$ cat src/rtl/crc_sram_sequencer_pkg.sv
// Shared constants and state encoding for the CRC-over-SRAM sequencer.
package crc_sram_sequencer_pkg;

    localparam int unsigned ADDR_WIDTH_DEF = 10;
    localparam int unsigned DATA_WIDTH_DEF = 32;
    localparam int unsigned SRAM_DEPTH     = 1024;

    // Reflected CRC-32 polynomial (IEEE 802.3, LSB-first form)
    localparam logic [31:0] CRC_POLY = 32'hEDB8_8320;

    typedef enum logic [1:0] {
        ST_IDLE,
        ST_RUN,
        ST_DRAIN,
        ST_DONE
    } state_t;

endpackage

$ cat src/rtl/crc_sram_sequencer_crc32.sv
// Combinational CRC-32 update of one 32-bit word, LSB-first, no final inversion.
module crc_sram_sequencer_crc32
    import crc_sram_sequencer_pkg::*;
(
    input  logic [31:0] data_in,
    input  logic [31:0] init,
    output logic [31:0] crc_out
);

    logic [31:0] c;

    always_comb begin
        c = init ^ data_in;
        for (int i = 0; i < 32; i++) begin
            c = c[0] ? ((c >> 1) ^ CRC_POLY) : (c >> 1);
        end
        crc_out = c;
    end

endmodule

$ cat src/rtl/crc_sram_sequencer.sv
// Reads N consecutive SRAM words starting at base_addr and folds them into a CRC-32.
module crc_sram_sequencer
    import crc_sram_sequencer_pkg::*;
#(
    parameter int unsigned ADDR_WIDTH = ADDR_WIDTH_DEF,
    parameter int unsigned DATA_WIDTH = DATA_WIDTH_DEF
) (
    input  logic                  clk0,
    input  logic                  rst0,
    input  logic                  start,
    input  logic [ADDR_WIDTH-1:0] base_addr,
    input  logic [ADDR_WIDTH:0]   num_words,
    input  logic [DATA_WIDTH-1:0] init,
    output logic                  busy,
    output logic                  done,
    output logic [DATA_WIDTH-1:0] crc_result,
    output logic                  csb0,
    output logic                  web0,
    output logic [3:0]            wmask0,
    output logic [ADDR_WIDTH-1:0] addr0,
    input  logic [DATA_WIDTH-1:0] dout0
);

    localparam int unsigned CNT_W = ADDR_WIDTH + 1;

    state_t                state, state_next;
    logic [DATA_WIDTH-1:0] acc, acc_next;
    logic [CNT_W-1:0]      cnt, cnt_next;
    logic [ADDR_WIDTH-1:0] addr_next;
    logic                  csb_next;
    logic                  busy_next;
    logic                  done_next;
    logic [DATA_WIDTH-1:0] result_next;
    logic                  rv;
    logic [DATA_WIDTH-1:0] crc_out;

    // The array is only ever read.
    assign web0   = 1'b1;
    assign wmask0 = 4'b0000;

    crc_sram_sequencer_crc32 u_crc32 (
        .data_in (dout0),
        .init    (acc),
        .crc_out (crc_out)
    );

    always_comb begin
        state_next  = state;
        acc_next    = rv ? crc_out : acc;
        cnt_next    = cnt;
        addr_next   = addr0;
        csb_next    = 1'b1;
        busy_next   = 1'b0;
        done_next   = 1'b0;
        result_next = crc_result;

        case (state)
            ST_IDLE, ST_DONE: begin
                state_next = ST_IDLE;
                if (start) begin
                    if (num_words == '0) begin
                        state_next  = ST_DONE;
                        done_next   = 1'b1;
                        result_next = init;
                    end else begin
                        state_next = ST_RUN;
                        acc_next   = init;
                        cnt_next   = num_words;
                        addr_next  = base_addr;
                        csb_next   = 1'b0;
                        busy_next  = 1'b1;
                    end
                end
            end
            ST_RUN: begin
                busy_next = 1'b1;
                // cnt counts issues still owed including the one in flight this cycle
                if (cnt == CNT_W'(1)) begin
                    state_next = ST_DRAIN;
                end else begin
                    csb_next  = 1'b0;
                    addr_next = addr0 + ADDR_WIDTH'(1);
                    cnt_next  = cnt - CNT_W'(1);
                end
            end
            ST_DRAIN: begin
                state_next  = ST_DONE;
                done_next   = 1'b1;
                result_next = crc_out;
            end
            default: state_next = ST_IDLE;
        endcase
    end

    always_ff @(posedge clk0) begin
        if (rst0) begin
            state      <= ST_IDLE;
            acc        <= '0;
            cnt        <= '0;
            addr0      <= '0;
            csb0       <= 1'b1;
            busy       <= 1'b0;
            done       <= 1'b0;
            crc_result <= '0;
            rv         <= 1'b0;
        end else begin
            state      <= state_next;
            acc        <= acc_next;
            cnt        <= cnt_next;
            addr0      <= addr_next;
            csb0       <= csb_next;
            busy       <= busy_next;
            done       <= done_next;
            crc_result <= result_next;
            rv         <= ~csb0;
        end
    end

endmodule

$ cat config.mk
export PLATFORM = sky130hd
export DESIGN_NAME = crc_sram_sequencer
export DESIGN_NICKNAME = d
export VERILOG_FILES = /design/src/rtl/crc_sram_sequencer_pkg.sv /design/src/rtl/crc_sram_sequencer_crc32.sv /design/src/rtl/crc_sram_sequencer.sv
export SDC_FILE = /design/constraint.sdc
export NUM_CORES = 1
export LEC_CHECK = 0
export ABC_AREA = 1
export BUFFER_PORTS_ARGS = -buffer_cell sky130_fd_sc_hd__buf_2
export CORE_MARGIN = 5
export CORE_UTILIZATION = 30
export DETAILED_ROUTE_END_ITERATION = 8
export GPL_ROUTABILITY_DRIVEN = 0
export SETUP_SLACK_MARGIN = 0.4
export SYNTH_ARGS = -nofsm -noshare
export SYNTH_HDL_FRONTEND = slang
export SYNTH_SLANG_ARGS = --single-unit
$ cat constraint.sdc
create_clock -name clk0 -period 3.5 [get_ports clk0]
set_clock_uncertainty 0.1 [all_clocks]
set_input_delay 0.175 -clock clk0 [delete_from_list [all_inputs] [get_ports clk0]]
set_output_delay 0.175 -clock clk0 [all_outputs]
set_load 0.005 [all_outputs]
Yosys cells after proc, flatten, opt, wreduce, memory -nomap -nowiden --
Cells that the tools add are included.
Cells by class: $add $sub $neg 2, bitwise operators 34, reduce and logical (&&, ||, !) cells 7, multiplexer cells 60, equality and inequality tests 9
Operators by type and width (count):
- $mux W32 | 38
- $not A13 Y14 | 32
- $pmux W32 S2 | 1
- $mux W11 | 3
- $xor A32 B32 Y32 | 1
- $mux W10 | 3
- $pmux W11 S2 | 1
- $pmux W10 S2 | 1
- $eq A11 B1 Y1 const B | 1
- $logic_not A11 Y1 | 1
- $sub A11 B1 Y11 const B | 1
- $add A10 B1 Y10 const B | 1
- $ne A2 B2 Y1 const B | 5
- $mux W1 | 6
- $mux W2 | 3
- $pmux W1 S2 | 3
- $pmux W2 S3 | 1
- $eq A2 B2 Y1 const B | 2
- $reduce_and A4 Y1 | 1
- $reduce_bool A2 Y1 | 2
- $reduce_and A3 Y1 | 1
- $eq A2 B1 Y1 const B | 1
- $logic_not A2 Y1 | 1
- $reduce_or A2 Y1 | 1
- $not A1 Y1 | 1
Word-level totals: word-level logic and storage cells 121, bits of input ports 88, register bits 91, output and inout bits 50

Logic depth before layout (Yosys ltp) --
word-level depth 69, gate-level depth with buffers 28, depth with buffers taken out 28

Hierarchy --
A second synthesis with hierarchy kept.
Unflattened totals: cell total of the unflattened synthesis 1651, area, all modules 10146.0 um^2
Modules (own cells, without submodules):
- crc_sram_sequencer_crc32 | area each 5217.5 um^2, cells each 941, seq. area each 0.0 um^2, times used 1
- crc_sram_sequencer | area each 4928.5 um^2, cells each 710, seq. area each 1821.7 um^2, times used 1

Worst setup path before layout --
OpenSTA, ideal clock, no wires.
path type register to register, from register acc[5], to register crc_result[18], setup slack 898 ps, period minus slack after synthesis 2602 ps, path buffers 0, setup time 132 ps, required time 3268 ps, arrival 2370 ps, cell stages (with the launch flop) 28, cells stage by stage dfxtp_1 -> inv_1 -> nand2_1 -> nand2_4 -> nand2_1 -> nand2_2 -> nand2_1 -> nand3_1 -> nand2_2 -> nand2_1 -> nand2_1 -> nand2_1 -> nand2_2 -> nand2_1 -> nand2_2 -> nand2_1 -> nand2_1 -> inv_1 -> nand2_1 -> nand2_2 -> nand2_1 -> nand2_4 -> nand2_1 -> nand3_2 -> nand2_1 -> nand2_1 -> nand2_1 -> a21oi_1
Between the ends: cells in the longest elaborated chain, start to end 42, elaborated cells between the ends (all ways) 58, those cells by class mux (33); bitwise (25)
RTL lines:
- start: declaration | line crc_sram_sequencer.sv:27 | logic [DATA_WIDTH-1:0] acc, acc_next;
- start signal: assignment | line crc_sram_sequencer.sv:108 | acc <= acc_next;
- $xor A32 B32 Y32 * | line crc_sram_sequencer_crc32.sv:13 | c = init ^ data_in;
- $mux W32 * (14 in a row) | line crc_sram_sequencer_crc32.sv:15 | c = c[0] ? ((c >> 1) ^ CRC_POLY) : (c >> 1);
- $not A13 Y14 (no source line) or $mux W32 (tied branches)
- $mux W32 * (8 in a row) | line crc_sram_sequencer_crc32.sv:15
- $not A13 Y14 (no source line) or $mux W32 (tied branches)
- $mux W32 * | line crc_sram_sequencer_crc32.sv:15
- $not A13 Y14 (no source line) or $mux W32 (tied branches)
- $mux W32 * (2 in a row) | line crc_sram_sequencer_crc32.sv:15
- [... 3 more ...]
- $mux W32 * (2 in a row) | line crc_sram_sequencer_crc32.sv:15
- $not A13 Y14 (no source line) or $mux W32 (tied branches)
- $mux W32 * | line crc_sram_sequencer_crc32.sv:15
- $not A13 Y14 (no source line) or $mux W32 (tied branches)
- $mux W32 * | line crc_sram_sequencer_crc32.sv:15
- $not A13 Y14 (no source line) or $mux W32 (tied branches)
- $mux W32 * (2 in a row) | line crc_sram_sequencer_crc32.sv:15
- $pmux W32 S2 * | line crc_sram_sequencer.sv:57 | case (state)
- end signal: assignment | line crc_sram_sequencer.sv:114 | crc_result <= result_next;
- end: declaration | line crc_sram_sequencer.sv:16 | output logic [DATA_WIDTH-1:0] crc_result,
Mark *: on every way between the ends. The rest lies on a longest branch, timed or not. A chain may end at the register's enable or synchronous reset.

Final worst setup path --
from register acc[1], to register crc_result[5]
Between the ends: cells in the longest elaborated chain, start to end 45, elaborated cells between the ends (all ways) 57, those cells by class mux (33); bitwise (24)
RTL lines (line):
- $xor A32 B32 Y32 * | crc_sram_sequencer_crc32.sv:13
- $mux W32 * (9 in a row) | crc_sram_sequencer_crc32.sv:15
- $not A13 Y14 (no source line) or $mux W32 (tied branches)
- $mux W32 * | crc_sram_sequencer_crc32.sv:15
- $not A13 Y14 (no source line) or $mux W32 (tied branches)
- $mux W32 * (2 in a row) | crc_sram_sequencer_crc32.sv:15
- $not A13 Y14 (no source line) or $mux W32 (tied branches)
- $mux W32 * | crc_sram_sequencer_crc32.sv:15
- [... 13 more ...]
- $mux W32 * (6 in a row) | crc_sram_sequencer_crc32.sv:15
- $not A13 Y14 (no source line)
- $mux W32 * | crc_sram_sequencer_crc32.sv:15
- $not A13 Y14 (no source line) or $mux W32 (tied branches)
- $mux W32 * (3 in a row) | crc_sram_sequencer_crc32.sv:15
- $not A13 Y14 (no source line) or $mux W32 (tied branches)
- $mux W32 * | crc_sram_sequencer_crc32.sv:15
- $pmux W32 S2 * | crc_sram_sequencer.sv:57
Marked as above.

==> out/qor.yml <==
floorplan:
  io_pins: 138
  fp.dieH_um: 187
  core_region_area_um2: 30700
  fp.dieW_um: 187
  start_util_pct: 30.6
  design.die.area_um2: 35000
  rows: 64
worst_hold_path:
  hp-class: "in -> reg"
  hp-start: "init[12]"
  min_path_cells: 3
  holdPathEnd: "acc[12]"
clock_tree:
  root_buffer: "clkbuf_16"
  clkTransAtPathRegs_ns: 0.07
  worstSkewPairLatency_ns: 0.37
  cts_tree: "yes"
  clockBufferDepth: 2
  cts_num_sinks: 91
  cts_inserted_buffers: 9
  htree_num_levels: 3
status:
  status: "complete, no violations"
logic_synthesis:
  yosysTopAreaCellShare_pct: 25.3
  synth_area_um2: 9410
  ys_types: 45
  syn_area_per_cell_um2: 5.86
  yosysSeqAreaShare_pct: 19.4
  yosysWarnings: 0
  async_flop_share_pct: 0
  synth_edf_count: 0
  yosys-top-cells-area: "nand2_1 (25%), dfxtp_1 (19%), xor2_1 (8.7%)"
  synthCells: 1606
  ys_seq_elements: 91
  yosysTopAreaCell: "nand2_1"
  ys.flop_type: "dfxtp_1"
finish:
  drive_gt1_share_pct: 42.6
  num-fill-cells: 2948
  syn_to_final_growth_pct: 54.2
  antenna_cells: 0
  final_nets: 1973
  utilization_pct: 47.2
global_route:
  grt_pass1_vias: 10400
  overflow: 0
  busiest_layer: "met2"
  met2_usage_pct: 32.4
  antenna_found_initial: 1
  grtUsageTotal_pct: 20.8
  grt_start_max_net_pins: 59
  met3_usage_pct: 3.79
  grt_pass1_wl_um: 58700
  use_met1_pct: 28.8
placed_design:
  dp_hpwl_um: 29300
  io_buffers: 132
routing:
  firstDrtPassIters: 6
  viasPerCell: 5.29
  routedWlPerCell_um: 18.8
  vias: 12100
  final_antenna_net_count: 0
  drt_iter0_drc: 1140
  wirelength_um: 43000
  drc_errors: 0
setup_path:
  reg2regPathDepth: 28
  startpoint_type: "register"
  crit-reg2reg-launch: "acc[1]"
  cp_common_cell: "nand2_4"
  cp-end-kind: "register"
  reg2reg_slack_ns: 0.30
  crit_path_top_delay_cell: "dfxtp_4"
  crit_fanout: 8
  max_stage_delay_ns: 0.40
  criticalPathCategory: "reg -> reg"
  worstPathArrival_ns: 3.32
  required_ns: 3.62
  reg2reg_to: "crc_result[5]"
timing:
  period_share_pct: 91.5
  finalMaxSlewViolations: 0
  clock.fmax_mhz: 312
  rsz0062_at_grt: "true"
  hold_viol_final: 0
  fin_tns_setup_ns: 0
  period_needed_ns: 3.20
  slew_headroom_pct: 22.2
  worstMarginPinSlew_ns: 1.17
  finalSetupViolCount: 0
run:
  cap_violations: 0
## kinds of logic (layout without fill, tap and decap cells)
kind of cell / after synthesis / in the layout / share of synthesized area [%]
compound gates: 197 / 197 / 11.4
xor+xnor: 130 / 130 / 13.3
fa+ha+maj: 5 / 5 / 0.665
buf+inv: 168 / 444 / 7.09
flops: 91 / 91 / 19.4
other cells: 2 / 5 / 0.0798
simple gates: 1013 / 1013 / 48.1
## layer usage
metal  part of all wire, %  wire length (um)
met1                    40             17300
met2                    45             19300
met3                   9.7              4170
met4                   5.1              2170
met5                 0.026                11
## through the flow
stage          cell area (um^2)  hold WS (ns)  setup WS (ns)  std cells
2_1_floorplan              9420         0.223          0.898       1609
3_3_place_gp              10600         0.302         -0.246       2122
3_5_place_dp              10600         0.305         -0.268       2122
4_1_cts                   11700      0.000802          0.388       2181
5_1_grt                   14500        0.0120          0.148       2281
6_report                  14500       0.00475          0.297       2281
## worst max-delay path, delay by kind of cell (launching register included)
kind                   cells  cell delay (ns)
and+or+nand+nor           22             2.07
buffers and inverters      5             0.41
DFF                        1             0.40
AOI/OAI and AO/OA          1             0.06
## worst max-delay path by stage
stage	start	to	slack, ns	cells after the start
2_1_floorplan	acc[5]	crc_result[18]	0.90	27
3_3_place_gp	acc[1]	acc[8]	-0.25	24
3_5_place_dp	acc[1]	acc[8]	-0.27	24
4_1_cts	acc[1]	crc_result[26]	0.39	26
5_1_grt	acc[4]	crc_result[5]	0.15	25
6_report	acc[1]	crc_result[5]	0.30	28
## sequential cells by signal, indices dropped and copies added, names as in the netlist
name and flops:
acc 32, crc_result 32, cnt 11, addr0 10
state 2, busy 1, csb0 1, done 1
rv 1
## cell type report
type / count / area, um^2 / area share [%]
Tap cell: 396 / 495 / 3.42
Multi-Input combinational cell: 1350 / 9170 / 63.2
Sequential cell: 91 / 1860 / 12.8
Timing Repair inverter: 1 / 8.76 / 0.0604
Clock inverter: 7 / 93.8 / 0.647
Timing Repair Buffer: 309 / 2170 / 14.9
Inverter: 118 / 488 / 3.36
Clock buffer: 9 / 225 / 1.55
## what timing repair did
item | CTS | global route
cloned | 0 | 1
hold buffers | 20 | 0
pin swaps | 22 | 179
buffers inserted | 23 | 99
hold endpoints to repair | 20 | 0
resized for setup | 91 | 470
setup endpoints to repair | 64 | 63
## cells in the final DEF (no fill, tap or decap), types with 24 or more instances in the layout
| cell | count |
|---|---|
| xor2_1 | 56 |
| buf_2 | 132 |
| xor2_2 | 34 |
| dfxtp_1 | 73 |
| a21oi_1 | 97 |
| nand3_4 | 24 |
| inv_1 | 93 |
| o21ai_0 | 51 |
| nand2_8 | 24 |
| nand3_1 | 81 |
| nand2_1 | 440 |
| nand2_4 | 104 |
| nor2_1 | 86 |
| buf_4 | 135 |
| nand2_2 | 161 |
| nand3_2 | 64 |
## Yosys cell counts (2+ instances only)
cell type  number
nand2_4        19
nor3_1          3
inv_1         103
a211oi_1        5
or2_2           4
nor2_1         93
buf_2           2
o21ai_1         2
o211ai_1       10
ha_1            5
o21ai_0        57
xnor2_1        29
a31oi_1        11
conb_1          2
a21oi_1       102
buf_1           4
a21oi_2         2
buf_4           5
nand4_1         4
inv_2          14
o221a_2         3
nor4_1          3
or2_1           3
dfxtp_1        91
nand2_2        74
buf_6           2
nand2_8         2
xor2_1         93
clkbuf_1       37
xor2_4          3
nand3_4         3
nand3b_1        5
nand2_1       634
nand3_1       155
xor2_2          2
nand3_2        11
Power is left out: the tool's default activity adds up to more than one toggle a clock period on the data nets, which glitch-free logic cannot reach.
